`config.mk`:
```
export PLATFORM = sky130hd
export DESIGN_NAME = acc_stream_fetch
export DESIGN_NICKNAME = d
export VERILOG_FILES = /design/src/rtl/acc_stream_fetch.sv
export SDC_FILE = /design/constraint.sdc
export NUM_CORES = 1
export LEC_CHECK = 0
export ABC_CLOCK_PERIOD_IN_PS = 9540
export BUFFER_PORTS_ARGS = -buffer_cell sky130_fd_sc_hd__clkbuf_2
export CORE_ASPECT_RATIO = 0.9
export CORE_MARGIN = 4
export CORE_UTILIZATION = 59
export CTS_BUF_LIST = sky130_fd_sc_hd__clkbuf_16
export DETAILED_ROUTE_END_ITERATION = 10
export PLACE_DENSITY = 0.91
export SLEW_MARGIN = 20
export SYNTH_ARGS = -nofsm -noshare
export SYNTH_HDL_FRONTEND = slang
export SYNTH_SLANG_ARGS = --single-unit
```
`constraint.sdc`:
```
create_clock -name clk -period 9.54 [get_ports clk]
set_clock_uncertainty 0.05 [all_clocks]
set_input_delay 0.954 -clock clk [delete_from_list [all_inputs] [get_ports clk]]
set_output_delay 0.954 -clock clk [all_outputs]
set_load 0.05 [all_outputs]
```
`src/rtl/acc_stream_fetch.sv`:
```
// acc_stream_fetch: streams a word-aligned block from data memory to the accelerator over valid/ready.
//   clk, reset (async, active-high)
//   start/startaddr/datasize : transfer request (IDLE only), word count in datasize[SIZE_W-1:0]
//   mem_re/mem_addr/mem_rdata: data memory read port, read data one cycle after mem_re
//   out_valid/out_data/out_last/out_ready : output stream
//   busy : RUN or DRAIN, done : one-cycle end-of-transfer pulse
//   Optional ACC_FETCH_ABORT_EN adds abort (input) and aborted (output, pulses with done).
module acc_stream_fetch #(
  parameter int SIZE_W    = 16,
  parameter int BUF_DEPTH = 2
) (
  input  logic        clk,
  input  logic        reset,
  input  logic        start,
  input  logic [31:0] startaddr,
  input  logic [31:0] datasize,
  output logic        mem_re,
  output logic [31:0] mem_addr,
  input  logic [31:0] mem_rdata,
  output logic        out_valid,
  output logic [31:0] out_data,
  output logic        out_last,
  input  logic        out_ready,
  output logic        busy,
  output logic        done
`ifdef ACC_FETCH_ABORT_EN
  ,
  input  logic        abort,
  output logic        aborted
`endif
);
  typedef enum logic [1:0] {IDLE, RUN, DRAIN, DONE} state_t;
  state_t              r_state, w_next;
  logic [31:0]         r_addr;
  logic [SIZE_W-1:0]   r_rem, r_sent, r_size;
  logic                r_inflight, r_rp, r_wp;
  logic [1:0]          r_count;
  logic [31:0]         r_buf [2];
  logic [SIZE_W-1:0]   w_size;
  logic                w_pop, w_room, w_abort;
  logic                w_unused;
  assign w_unused  = ^{startaddr[1:0], datasize[31:SIZE_W]};
  assign w_size    = datasize[SIZE_W-1:0];
  assign mem_addr  = r_addr;
  assign out_valid = r_count != 2'd0;
  assign out_data  = r_buf[r_rp];
  assign out_last  = out_valid & (r_sent == r_size - SIZE_W'(1));
  assign w_pop     = out_valid & out_ready;
  // Buffered plus in-flight words after this cycle's pop must leave room for one more return.
  assign w_room    = ({1'b0, r_count} + {2'b0, r_inflight}) < (3'(BUF_DEPTH) + {2'b0, w_pop});
`ifdef ACC_FETCH_ABORT_EN
  assign w_abort   = abort & (r_state == RUN | r_state == DRAIN);
`else
  assign w_abort   = 1'b0;
`endif
  always_ff @(posedge clk or posedge reset)
    if (reset) r_state <= IDLE;
    else r_state <= w_next;
  always_comb begin
    w_next = r_state;
    mem_re = 1'b0;
    busy   = 1'b0;
    done   = 1'b0;
    case (r_state)
      IDLE: w_next = start ? (w_size != '0 ? RUN : DONE) : IDLE;
      RUN: begin
        busy   = 1'b1;
        mem_re = (r_rem != '0) & w_room & ~w_abort;
        w_next = (mem_re && r_rem == SIZE_W'(1)) ? DRAIN : RUN;
      end
      // Finish in the cycle the last buffered word leaves, so done follows the final pop directly.
      DRAIN: begin
        busy   = 1'b1;
        w_next = (!r_inflight && r_count == {1'b0, w_pop}) ? DONE : DRAIN;
      end
      default: begin
        done   = 1'b1;
        w_next = IDLE;
      end
    endcase
    if (w_abort) w_next = DONE;
  end
  always_ff @(posedge clk or posedge reset)
    if (reset) begin
      r_addr     <= '0;
      r_rem      <= '0;
      r_sent     <= '0;
      r_size     <= '0;
      r_inflight <= 1'b0;
      r_rp       <= 1'b0;
      r_wp       <= 1'b0;
      r_count    <= 2'd0;
      r_buf      <= '{default: '0};
    end else begin
      if (r_state == IDLE && start) begin
        r_addr <= {startaddr[31:2], 2'b00};
        r_rem  <= w_size;
        r_size <= w_size;
        r_sent <= '0;
      end
      if (mem_re) begin
        r_addr <= r_addr + 32'd4;
        r_rem  <= r_rem - SIZE_W'(1);
      end
      if (w_pop) r_sent <= r_sent + SIZE_W'(1);
      if (w_abort) begin
        r_inflight <= 1'b0;
        r_rp       <= 1'b0;
        r_wp       <= 1'b0;
        r_count    <= 2'd0;
      end else begin
        r_inflight <= mem_re;
        if (r_inflight) begin
          r_buf[r_wp] <= mem_rdata;
          r_wp        <= ~r_wp;
        end
        if (w_pop) r_rp <= ~r_rp;
        r_count <= r_count + {1'b0, r_inflight} - {1'b0, w_pop};
      end
    end
`ifdef ACC_FETCH_ABORT_EN
  always_ff @(posedge clk or posedge reset)
    if (reset) aborted <= 1'b0;
    else aborted <= w_abort;
`endif
endmodule

```
; Word-level counts from Yosys, hierarchy flattened
; Cells that the tools add are included.
[totals]
regBits = 151
in_bits = 100
[op_classes]
n_addsub = 8
magnitude_cmp = 4
n_eq_ne = 5
muxes = 20
bitwise_logic = 7
reduce_logical = 13
[ops]
columns = op, count
row1 = $mux W32, 6
row2 = $bwmux W64, 1
row3 = $mux W16, 4
row4 = $add A32 B3 Y32 const B, 1
row5 = $demux W32 S1, 1
row6 = $reduce_bool A16 Y1, 2
row7 = $sub A16 B1 Y16 const B, 2
row8 = $add A16 B1 Y16 const B, 1
row9 = $eq A16 B1 Y1 const B, 1
row10 = $eq A16 B16 Y1, 1
row11 = $mux W2, 3
row12 = $pmux W2 S3, 1
row13 = $reduce_bool A2 Y1, 3
row14 = $ge A2 B2 Y1 const B, 2
row15 = $logic_and A1 B1 Y1, 4
row16 = $mux W1, 4
row17 = $not A1 Y2, 2
row18 = $add A2 B1 Y3, 1
row19 = $add A2 B1 Y3 const A, 1
row20 = $and A1 B1 Y1, 3
row21 = $lt A3 B3 Y1, 1
row22 = $reduce_or A3 Y1, 1
row23 = $add A2 B1 Y2, 1
row24 = $eq A2 B1 Y1, 1
row25 = other kinds (8), 9

; Depth between registers and ports, before layout
; Gate-level depths: netlist (run 1).
[logic_depth]
depth_word = 8
ltp_mapped = 10

; Worst setup path after synthesis (run 1)
; OpenSTA, ideal clock, no wires.
[synth_path]
path_kind = register to output
startpoint = reg r_size[0]
endpoint = out out_last
t_arrival_ns = 2.693
slack_ns = 5.843
path_stages_with_launch = 9
n_path_buf = 0
cell_sequence = dfrtp_1 -> inv_1 -> ha_1 -> xor2_1 -> nand3_1 -> or4_1 -> or4_1 -> nor4_1 -> o2111a_1
[synth_between]
elab_chain_cells = 3
[synth_lines]
columns = item, line_no
row1 = start: declaration, 35  ; logic [SIZE_W-1:0] r_rem, r_sent, r_size;
row2 = start signal: assignment, 98  ; r_size <= w_size;
row3 = $sub A16 B1 Y16, 47  ; assign out_last = out_valid & (r_sent == r_size - SIZE_W'(1));
row4 = $eq A16 B16 Y1, 47
row5 = $and A1 B1 Y1, 47
row6 = end: declaration, 22  ; output logic out_last,
; No other way between the ends.

; Worst setup path after layout (run 1)
[layout_path]
startpoint = reg r_size[2]
endpoint = out out_last
; Same word-level chain as after synthesis.

==> qor.txt, run 1 <==
RSZ-0062 raised after global routing - no
setup tns final - 0 ns
slowest stage cell, crit path - nor4_1
GRT met2 Usage - 0.4171
MaxCap Viol Count - 0
crit-path leading delay family - simple AND/OR/NAND/NOR gates
Setup violations, final - 0
worst path cell trace - nor4_1 -> nand4_1 -> xnor2_1 -> or4_1 -> nor4_1 -> o2111a_1 -> clkbuf_2
Mapped Area - 7800 um2
Yosys cell types - 61
final hold violations - 0
Synth top area share - 0.4780
Max clock buf depth - 2
I/O Buffers - 148
M3 GR Usage - 0.06624
part of the power in combinational logic - 0.528
Die X - 129.2 um
setup bufs post-CTS - 0
global route overflow - 0
Cell Int Power - 2.058 mW
Clk Latency, worst-skew pair - 0.42 ns
worst relative slew slack - 0.3626
Top cell by count, worst path - nor4_1
endpoint type of the worst setup path - output pin
Inserted Clock Buffers - 17
Ports - 169
Rows - 39
Remaining DRCs - 0
Tot GR Track Use - 0.2585
quantity of gates resized following cts - 0
CP Max Fanout - 7
Routed WL - 19.08 mm
CTS tree - yes
synthesized area per cell - 10.57 um2
critical path required time - 8.54 ns
ys flop type - dfrtp_1
Placed Area - 8597 um2
post-route ant nets - 0
worst min-delay path category - reg2reg
layout cell share with drive strength beyond 1 - 0.3393
clock sink count - 149
clock-pin slew on the worst setup and hold paths - 0.06 ns
GR Util met1 - 0.3372
status - completed
Seq/Total Area, Yosys - 0.4780
drt initial violations - 514
CP peak stage delay - 0.85 ns
Reg power frac - 0.299
Design Power - 3.911 mW
area of the multi-input gates - 3786 um2
wire length per cell - 18.15 um
area grow syn2layout - 17.82%
starting density of the core - 0.6078
net switching power - 1.853 mW
Post-synth EDFFs - 0
Die H - 117.1 um
Synth Register Bits - 149
time the worst path needs with I/O delays and setup - 4.425 ns
Top Usage Layer GRT - met2
Post-Synthesis Cells - 738
Avg Vias per Cell - 6.032
Fill cells - 895
Root Buffer - clkbuf_16
number of detailed-route iterations in the first pass - 5
pin count of the biggest net entering global routing - 97
detailed placement HPWL - 13.10 mm
Max Freq - 0.2260 GHz
FF+latch area - 3729 um2
Core Area - 12830 um2
# diodes - 0
clock power share - 0.173
hold-fix buffers at CTS - 0
synth top area cells - dfrtp_1 (48%), mux2_2 (14%), nand2_1 (4.3%), a211oi_1 (2.2%), nand3_1 (2.2%)
Net Sw Frac - 0.4737
Via Count - 6340
vias in the first global route - 6198
first-pass GRT wire length - 30.86 mm
final worst-path cycle share - 0.4638
Pins Over Slew Limit - 0
Crit Path Category - reg2out
startpoint types - flop
pwr dens - 425.6 nW/um2
Worst-Margin Slew - 0.9474 ns
final net count - 988
final instance area - 9190 um2
die area - 15130 um2
cell accounting for the most synthesized area - dfrtp_1
initial antenna violation count - 0
CP Buf/Inv Count - 1
Worst EP arrival - 3.42 ns
Leak - 4.159 nW
VDD IR max - 0.2661 mV
Clock H-tree levels - 4
routability cong. - 0.8538
Syn. warnings - 0
Async S/R FF share, synth - 1.000
[layout by cell type, fill, tap and decap left out, types with 8 or more instances in the layout]
cell,instances
dfrtp_1,149
clkbuf_2,148
mux2_2,96
nand2_1,89
nor2_1,37
nand3_1,34
nor3_1,26
a211oi_1,23
o21ai_0,22
and3_1,20
inv_1,18
clkbuf_16,17
xnor2_1,16
a21oi_1,15
nand4_1,13
xor2_1,13
ha_1,13
o211ai_1,11
nor4_1,11
o221a_2,8
buf_4,8
[path summary, 6_finish.rpt]
| kind | from | to | cells past startpoint | slack, ns |
|---|---|---|---|---|
| hold reg to reg | r_rp | r_rp | 1 | 0.43 |
| hold / removal | r_rp | r_rp | 1 | 0.43 |
| max in group asynchronous | reset | r_buf[20] | 3 | 7.59 |
| setup reg to reg | r_rem[10] | r_rem[8] | 7 | 6.21 |
| setup / recovery | r_size[2] | out_last | 7 | 5.12 |
| min in group asynchronous | reset | r_sent[8] | 2 | 0.65 |
[worst reg2reg max path: cells and delay by family, from the launching register on]
kind,cells,cell delay (ns)
DFF,1,0.43
and+or+nand+nor,4,1.85
buffers and inverters,1,0.32
AOI/OAI and AO/OA,2,0.56
[registers in the layout (all words and copies together) (netlist names)]
signal / cells
r_inflight: 1
r_count: 2
r_size: 16
r_buf: 64
r_rem: 16
r_state: 2
r_sent: 16
mem_addr: 30
r_wp: 1
r_rp: 1
[synthesized netlist by cell type (all sizes together) (4+ instances only)]
| cell | number |
|---|---|
| o21a | 6 |
| a221o | 6 |
| ha | 13 |
| nor3 | 26 |
| o221a | 10 |
| a21oi | 17 |
| inv | 19 |
| o21ai | 27 |
| nand4 | 13 |
| xor2 | 13 |
| and4 | 4 |
| o211ai | 11 |
| nor4 | 12 |
| buf | 19 |
| or4 | 4 |
| nor2 | 38 |
| a211oi | 25 |
| xnor2 | 16 |
| and2 | 6 |
| a31oi | 4 |
| nand2 | 90 |
| dfrtp | 149 |
| mux2 | 96 |
| or3 | 4 |
| clkbuf | 20 |
| and3 | 20 |
| nand3 | 34 |
[per-stage QoR]
step / instances / hold slack (ns) / worst slack (ns) / util
after global placement: 1020 / 0.4123 / 5.367 / 0.6699
after global routing: 1051 / 0.4606 / 4.832 / 0.7161
final: 1051 / 0.4250 / 5.115 / 0.7161
after floorplan: 739 / 0.4133 / 4.528 / -
after CTS: 1051 / 0.4348 / 5.104 / 0.7161
after detailed placement: 1020 / 0.4273 / 5.327 / 0.6699
[layer usage]
| metal | part of all wire | vias to the layer above |
|---|---|---|
| li1 | - | 2967 |
| met1 | 0.42 | 3092 |
| met2 | 0.48 | 244 |
| met3 | 0.078 | 37 |
| met4 | 0.024 | 0 |
| met5 | 0 | - |
[area by class of cell]
type | instances | share of cell area
clock buffers | 17 | 0.04629
clock inverters | 14 | 0.01824
inverters | 19 | 0.008305
multi-input cells | 532 | 0.4120
flip-flops and latches | 149 | 0.4057
well taps | 164 | 0.02233
repair buffers | 156 | 0.08713
[power by group through the flow]
| stage | clock (mW) | combinational (mW) | sequential (mW) |
|---|---|---|---|
| 6_report | 0.678 | 2.07 | 1.17 |
| 5_1_grt | 0.714 | 2.22 | 1.20 |
| 4_1_cts | 0.686 | 2.07 | 1.16 |
| 3_5_place_dp | 0 | 2.05 | 1.16 |
| 3_3_place_gp | 0 | 2.00 | 1.14 |
| 2_1_floorplan | 0 | 1.51 | 1.29 |
[cell families after synthesis]
| group | count (synthesis) | synth area share |
|---|---|---|
| and+or+nand+nor | 264 | 0.1681 |
| DFF | 149 | 0.4780 |
| AOI/OAI and AO/OA | 125 | 0.1197 |
| muxes | 99 | 0.1424 |
| buffers and inverters | 58 | 0.03786 |
| xor gates and xnor gates | 29 | 0.03256 |
| adders and majority gates | 13 | 0.02085 |
| other | 1 | 0.0004808 |
Power figures use the tool's default switching activity.
==> inputs of run 2 (changes only) <==
--- a/config.mk
+++ b/config.mk
@@ -5,14 +5,14 @@
 export SDC_FILE = /design/constraint.sdc
 export NUM_CORES = 1
 export LEC_CHECK = 0
-export ABC_CLOCK_PERIOD_IN_PS = 9540
+export ABC_CLOCK_PERIOD_IN_PS = 4560
 export BUFFER_PORTS_ARGS = -buffer_cell sky130_fd_sc_hd__clkbuf_2
 export CORE_ASPECT_RATIO = 0.9
 export CORE_MARGIN = 4
-export CORE_UTILIZATION = 59
+export CORE_UTILIZATION = 55
 export CTS_BUF_LIST = sky130_fd_sc_hd__clkbuf_16
 export DETAILED_ROUTE_END_ITERATION = 10
-export PLACE_DENSITY = 0.91
+export PLACE_DENSITY = 0.86
 export SLEW_MARGIN = 20
 export SYNTH_ARGS = -nofsm -noshare
 export SYNTH_HDL_FRONTEND = slang
==> constraint.sdc (replaced) <==
create_clock -name clk -period 4.56 [get_ports clk]
set_clock_uncertainty 0.05 [all_clocks]
set_input_delay 0.456 -clock clk [delete_from_list [all_inputs] [get_ports clk]]
set_output_delay 0.456 -clock clk [all_outputs]
set_load 0.05 [all_outputs]
==> run 2 against run 1 <==
Net effect:
- combinational power increased by 110%
- via count decreased by 2.0%
- core utilization decreased by 5.5 points
- sequential power rose by 110%
- global-route usage shrank 2.5 points
- design area rose by 0.44%
- first-iteration DRC count fell by 4.3%
- critical path depth decreased by 1
- critical path type unchanged
- highest routed layer unchanged
==> qor.txt, run 2 (same netlist as run 1, synthesis figures left out) <==
status - completed
Die H - 121.0 um (+3.3%)
Largest Register - r_buf
final worst-path cycle share - 0.8387
RSZ-0062 raised after global routing - no
global route overflow - 0 (unchanged)
CP Max Fanout - 28 (+21)
RR Startpoint - r_rem[10]
Util after Layout - 0.6615 (-0.05460)
VDD IR max - 0.5342 mV (+100%)
final instance area - 9230 um2 (+0.44%)
area of the multi-input gates - 3791 um2 (+0.13%)
Root Buffer - clkbuf_16
Fill cells - 1116 (+25%)
Routed WL - 18.49 mm (-3.1%)
pwr dens - 880.5 nW/um2 (+110%)
drt initial violations - 492 (-4.3%)
initial antenna violation count - 0 (unchanged)
startpoint types - flop
Worst EP arrival - 3.32 ns (-0.10 ns)
setup tns final - 0 ns (unchanged)
routability cong. - 0.8346 (-2.2%)
Die X - 133.5 um (+3.4%)
die area - 16150 um2 (+6.8%)
Setup violations, final - 0 (unchanged)
# diodes - 0 (unchanged)
FF+latch area - 3729 um2 (unchanged)
commonest non-fill, non-tap cell in the layout - dfrtp_1
Inserted Clock Buffers - 17 (unchanged)
wire length per cell - 17.09 um (-5.9%)
pin count of the biggest net entering global routing - 80 (-18%)
clock sink count - 149 (unchanged)
hold-fix buffers at CTS - 0 (unchanged)
final hold violations - 0 (unchanged)
Clock H-tree levels - 4 (unchanged)
I/O Buffers - 148 (unchanged)
FF-to-FF path depth - 7 (unchanged)
Design Power - 8.127 mW (+110%)
Rows - 41 (+5.1%)
Via Count - 6215 (-2.0%)
worst relative slew slack - 0.3861 (+0.02347)
Avg Vias per Cell - 5.744 (-4.8%)
Pins Over Slew Limit - 0 (unchanged)
Max clock buf depth - 2 (unchanged)
final net count - 989 (+0.10%)
Tot GR Track Use - 0.2333 (-0.02522)
layout cell share with drive strength beyond 1 - 0.3487 (+0.009360)
worst min-delay path category - in2async
CP startpoint - r_rem[10]
Ports - 169 (unchanged)
MaxCap Viol Count - 0 (unchanged)
Leak - 4.158 nW (about the same)
number of detailed-route iterations in the first pass - 5 (unchanged)
detailed placement HPWL - 13.14 mm (+0.33%)
quantity of gates resized following cts - 0 (unchanged)
Hold Worst Slack - 0.1043 ns (-0.3207 ns)
Max Freq - 0.2615 GHz
endpoint type of the worst setup path - output pin
max reg flops - 64 (unchanged)
most frequent cells in the layout - dfrtp_1 (149), clkbuf_2 (148), mux2_2 (96)
Remaining DRCs - 0 (unchanged)
Worst-Margin Slew - 0.9125 ns (-0.03488 ns)
area grow syn2layout - 18.33%
Placed Area - 8646 um2 (+0.57%)
starting density of the core - 0.5590 (-0.04878)
Core Area - 13950 um2 (+8.7%)
clock-pin slew on the worst setup and hold paths - 0.06 ns (about the same)
Clk Latency, worst-skew pair - 0.42 ns (about the same)
vias in the first global route - 6260 (+1.0%)
setup bufs post-CTS - 0 (unchanged)
time the worst path needs with I/O delays and setup - 3.824 ns
CTS tree - yes
critical path required time - 4.05 ns (-4.49 ns)
first-pass GRT wire length - 30.46 mm (-1.3%)
Crit Path Category - reg2out
post-route ant nets - 0 (unchanged)
[run 2: changes by cell type in the layout (fill, tap and decap cells not counted), sizes merged]
cell,before,now
bufinv,4,1
clkinvlp,2,3
clkinv,7,1
buf,8,9
inv,20,29
[run 2: path summary, 6_finish.rpt]
kind	to	slack, ns
hold / removal	mem_addr[18]	0.10
hold reg to reg	r_rp	0.42
setup / recovery	mem_re	0.74
min in group clk	mem_addr[15]	0.20
setup reg to reg	r_rem[8]	1.29
max in group asynchronous	r_sent[1]	3.30
[run 2: per-layer routing]
metal / part of all wire / up-vias / global-route usage
met1: 0.45 / 3028 / 0.3033
met2: 0.48 / 196 / 0.3890
li1: - / 2974 / -
met4: 0.0092 / 0 / 0.05913
met3: 0.061 / 17 / 0.06592
met5: 0 / - / 0
[run 2: where the power goes]
part	internal, mW	leakage, nW	switching (mW)
Clock	0.777	0.280	0.617
Combinational	1.49	2.11	2.81
Sequential	1.92	1.77	0.508
Total	4.19	4.16	3.94
[run 2: area by class of cell]
type,instances,area share
Clock buffer,17,0.04609
Clock inverter,15,0.01722
Inverter,19,0.008269
Timing Repair Buffer,157,0.08757
Sequential cell,149,0.4040
Multi-Input combinational cell,532,0.4107
Tap cell,193,0.02616
[run 2: worst max-delay path, cell delays in order, from the launching register on]
cell      delay (ns)
dfrtp_1         0.43
or4_4           0.56
or2_1           0.31
or4_4           0.61
nand2_2         0.34
inv_2           0.31
clkbuf_2        0.32
[run 2: metrics by stage]
| step | worst slack [ns] | cells |
|---|---|---|
| 2_1_floorplan | 0.04596 | 739 |
| 3_3_place_gp | 1.222 | 1050 |
| 3_5_place_dp | 1.192 | 1050 |
| 4_1_cts | 0.7326 | 1082 |
| 5_1_grt | 0.4239 | 1082 |
| 6_report | 0.7355 | 1082 |
==> inputs of run 3 (changes only) <==
--- a/config.mk
+++ b/config.mk
@@ -5,11 +5,12 @@
 export SDC_FILE = /design/constraint.sdc
 export NUM_CORES = 1
 export LEC_CHECK = 0
-export ABC_CLOCK_PERIOD_IN_PS = 4560
+export ABC_AREA = 1
+export ABC_CLOCK_PERIOD_IN_PS = 3790
 export BUFFER_PORTS_ARGS = -buffer_cell sky130_fd_sc_hd__clkbuf_2
 export CORE_ASPECT_RATIO = 0.9
 export CORE_MARGIN = 4
-export CORE_UTILIZATION = 55
+export CORE_UTILIZATION = 56
 export CTS_BUF_LIST = sky130_fd_sc_hd__clkbuf_16
 export DETAILED_ROUTE_END_ITERATION = 10
 export PLACE_DENSITY = 0.86
==> constraint.sdc (replaced) <==
create_clock -name clk -period 3.79 [get_ports clk]
set_clock_uncertainty 0.05 [all_clocks]
set_input_delay 0.379 -clock clk [delete_from_list [all_inputs] [get_ports clk]]
set_output_delay 0.379 -clock clk [all_outputs]
set_load 0.05 [all_outputs]
==> run 3 against run 2 <==
Net effect:
- sequential share of layout area fell by 3.1 points
- synthesized area is 11% higher
- via count increased by 34%
- largest cell class unchanged
==> qor.txt, run 3 <==
Die X - 138.8 um (+4.0%)
routability cong. - 0.9383 (+12%)
Final Non-Filler Cells - 1553 (+44%)
Hold Worst Slack - 0.09529 ns (-0.009047 ns)
clock-pin slew on the worst setup and hold paths - 0.06 ns (about the same)
Rows - 42 (+2.4%)
# diodes - 0 (unchanged)
dpl cells - 1521 (+45%)
Routed WL - 21.55 mm (+17%)
Post-Synthesis Cells - 1215 (+65%)
critical path required time - 3.36 ns (-0.69 ns)
Design Power - 10.14 mW (+25%)
clock sink count - 149 (unchanged)
detailed placement HPWL - 14.82 mm (+13%)
setup tns final - 0 ns (unchanged)
global route overflow - 0 (unchanged)
max reg flops - 64 (unchanged)
Max Freq - 0.3336 GHz
r2r setup slk - 1.38 ns (+0.09 ns)
Util after Layout - 0.6704 (+0.008859)
Synth Register Bits - 149 (unchanged)
startpoint types - flop
final instance area - 10000 um2 (+8.4%)
worst relative slew slack - 0.3068 (-0.07932)
post-route ant nets - 0 (unchanged)
status - completed
time the worst path needs with I/O delays and setup - 2.998 ns
wire length per cell - 13.88 um (-19%)
Mapped Area - 8627 um2 (+11%)
setup bufs post-CTS - 0 (unchanged)
Syn. warnings - 0 (unchanged)
Post-synth EDFFs - 0 (unchanged)
FF-to-FF End - mem_addr[12]
I/O Buffers - 148 (unchanged)
ys flop type - dfrtp_1
Avg Vias per Cell - 5.355 (-6.8%)
Leak - 5.326 nW (+28%)
VDD IR max - 0.5836 mV (+9.2%)
RSZ-0062 raised after global routing - no
CP startpoint - r_rem[0]
Remaining DRCs - 0 (unchanged)
final worst-path cycle share - 0.7910
Largest Register - r_buf
Clock H-tree levels - 4 (unchanged)
drt initial violations - 706 (+43%)
die area - 17460 um2 (+8.1%)
Seq/Total Area, Yosys - 0.4322 (-0.04583)
layout cell share with drive strength beyond 1 - 0.1491 (-0.1996)
Worst-Margin Slew - 1.040 ns (+0.1274 ns)
pin count of the biggest net entering global routing - 150 (+88%)
Clk Latency, worst-skew pair - 0.42 ns (about the same)
Core Area - 14920 um2 (+7.0%)
post-place setup slack - 1.213 ns (+0.02154 ns)
synth top area cells - dfrtp_1 (43%), nand2_1 (17%), nand3_1 (7.4%), o21ai_0 (7.0%), inv_1 (6.4%)
final net count - 1455 (+47%)
Pins Over Slew Limit - 0 (unchanged)
commonest non-fill, non-tap cell in the layout - nand2_1
worst min-delay path category - in2async
CTS tree - yes
most common cell in the netlist - nand2_1
Placed Area - 9459 um2 (+9.4%)
Die H - 125.8 um (+3.9%)
Ports - 169 (unchanged)
first-pass GRT wire length - 36.19 mm (+19%)
most frequent cells in the layout - nand2_1 (396), dfrtp_1 (149), clkbuf_2 (148)
Max clock buf depth - 2 (unchanged)
area grow syn2layout - 15.97%
final hold violations - 0 (unchanged)
Crit Path Category - reg2out
quantity of gates resized following cts - 0 (unchanged)
endpoint type of the worst setup path - output pin
CP Max Fanout - 50 (+79%)
Via Count - 8317 (+34%)
Setup violations, final - 0 (unchanged)
FF-to-FF path depth - 12 (+5)
Inserted Clock Buffers - 17 (unchanged)
number of detailed-route iterations in the first pass - 5 (unchanged)
initial antenna violation count - 0 (unchanged)
synthesized area per cell - 7.100 um2 (-33%)
Worst EP arrival - 2.57 ns (-0.75 ns)
MaxCap Viol Count - 0 (unchanged)
hold-fix buffers at CTS - 0 (unchanged)
Post-synth top cells - nand2_1 (398), dfrtp_1 (149), inv_1 (147), nand3_1 (128), o21ai_0 (120)
RR Startpoint - r_rem[0]
CP Capture Point - mem_re
final worst slack - 0.7922 ns (+0.05660 ns)
Async S/R FF share, synth - 1.000 (unchanged)
pwr dens - 1013 nW/um2 (+15%)
Root Buffer - clkbuf_16
starting density of the core - 0.5781 (+0.01905)
Synth top area share - 0.4322 (-0.04583)
cell accounting for the most synthesized area - dfrtp_1
Yosys cell types - 35 (-43%)
vias in the first global route - 7604 (+21%)
Tot GR Track Use - 0.2458 (+0.01250)
-- run 3: how the worst min path moves through the flow --
stage | from | endpoint | slack [ns] | cells after the start
global route | startaddr[3] | mem_addr[3] | 0.15 | 3
detailed placement | r_buf[4] | r_buf[4] | 0.42 | 2
finish | reset | r_buf[26] | 0.1 | 3
floorplan | r_buf[0] | r_buf[0] | 0.40 | 2
CTS | startaddr[3] | mem_addr[3] | 0.13 | 3
global placement | r_buf[4] | r_buf[4] | 0.41 | 2
-- run 3: cell type report --
class | count | area, um2
Tap cell | 198 | 247.7
Timing Repair Buffer | 155 | 818.3
Sequential cell | 149 | 3729
Inverter | 152 | 574.3
Multi-Input combinational cell | 867 | 4090
Fill cell | 1298 | 4920
Clock inverter | 15 | 120.1
Clock buffer | 17 | 425.4
-- run 3: layer usage --
layer / vias up / track usage / wire length [um]
met5: - / 0 / 0
met4: 0 / 0.06041 / 350
met3: 31 / 0.05155 / 1707
met2: 340 / 0.3876 / 9864
met1: 3852 / 0.3512 / 9628
li1: 4094 / - / -
-- run 3: cell families (layout without fill, tap and decap cells) --
group / after synthesis / in the layout / synth area share
and+or+nand+nor: 666 / 666 / 0.3224
buffers and inverters: 200 / 339 / 0.09470
DFF: 149 / 149 / 0.4322
AOI/OAI and AO/OA: 140 / 140 / 0.08456
xor gates and xnor gates: 45 / 45 / 0.04569
adders and majority gates: 13 / 13 / 0.01885
other: 1 / 2 / 0.0004347
muxes: 1 / 1 / 0.001160
-- run 3: worst max-delay path: stages, from the launching register on --
cell and delay (ns):
dfrtp_1 0.39, inv_1 0.11, ha_1 0.25, nand2_1 0.16, inv_1 0.09, nand3_1 0.11
nand2_1 0.11, nor2_4 0.10, buf_4 0.44, clkbuf_2 0.37
-- run 3: report_power, final --
group,internal (mW),switching (mW)
Sequential,2.34,0.647
Combinational,1.54,4.05
Clock,0.853,0.716
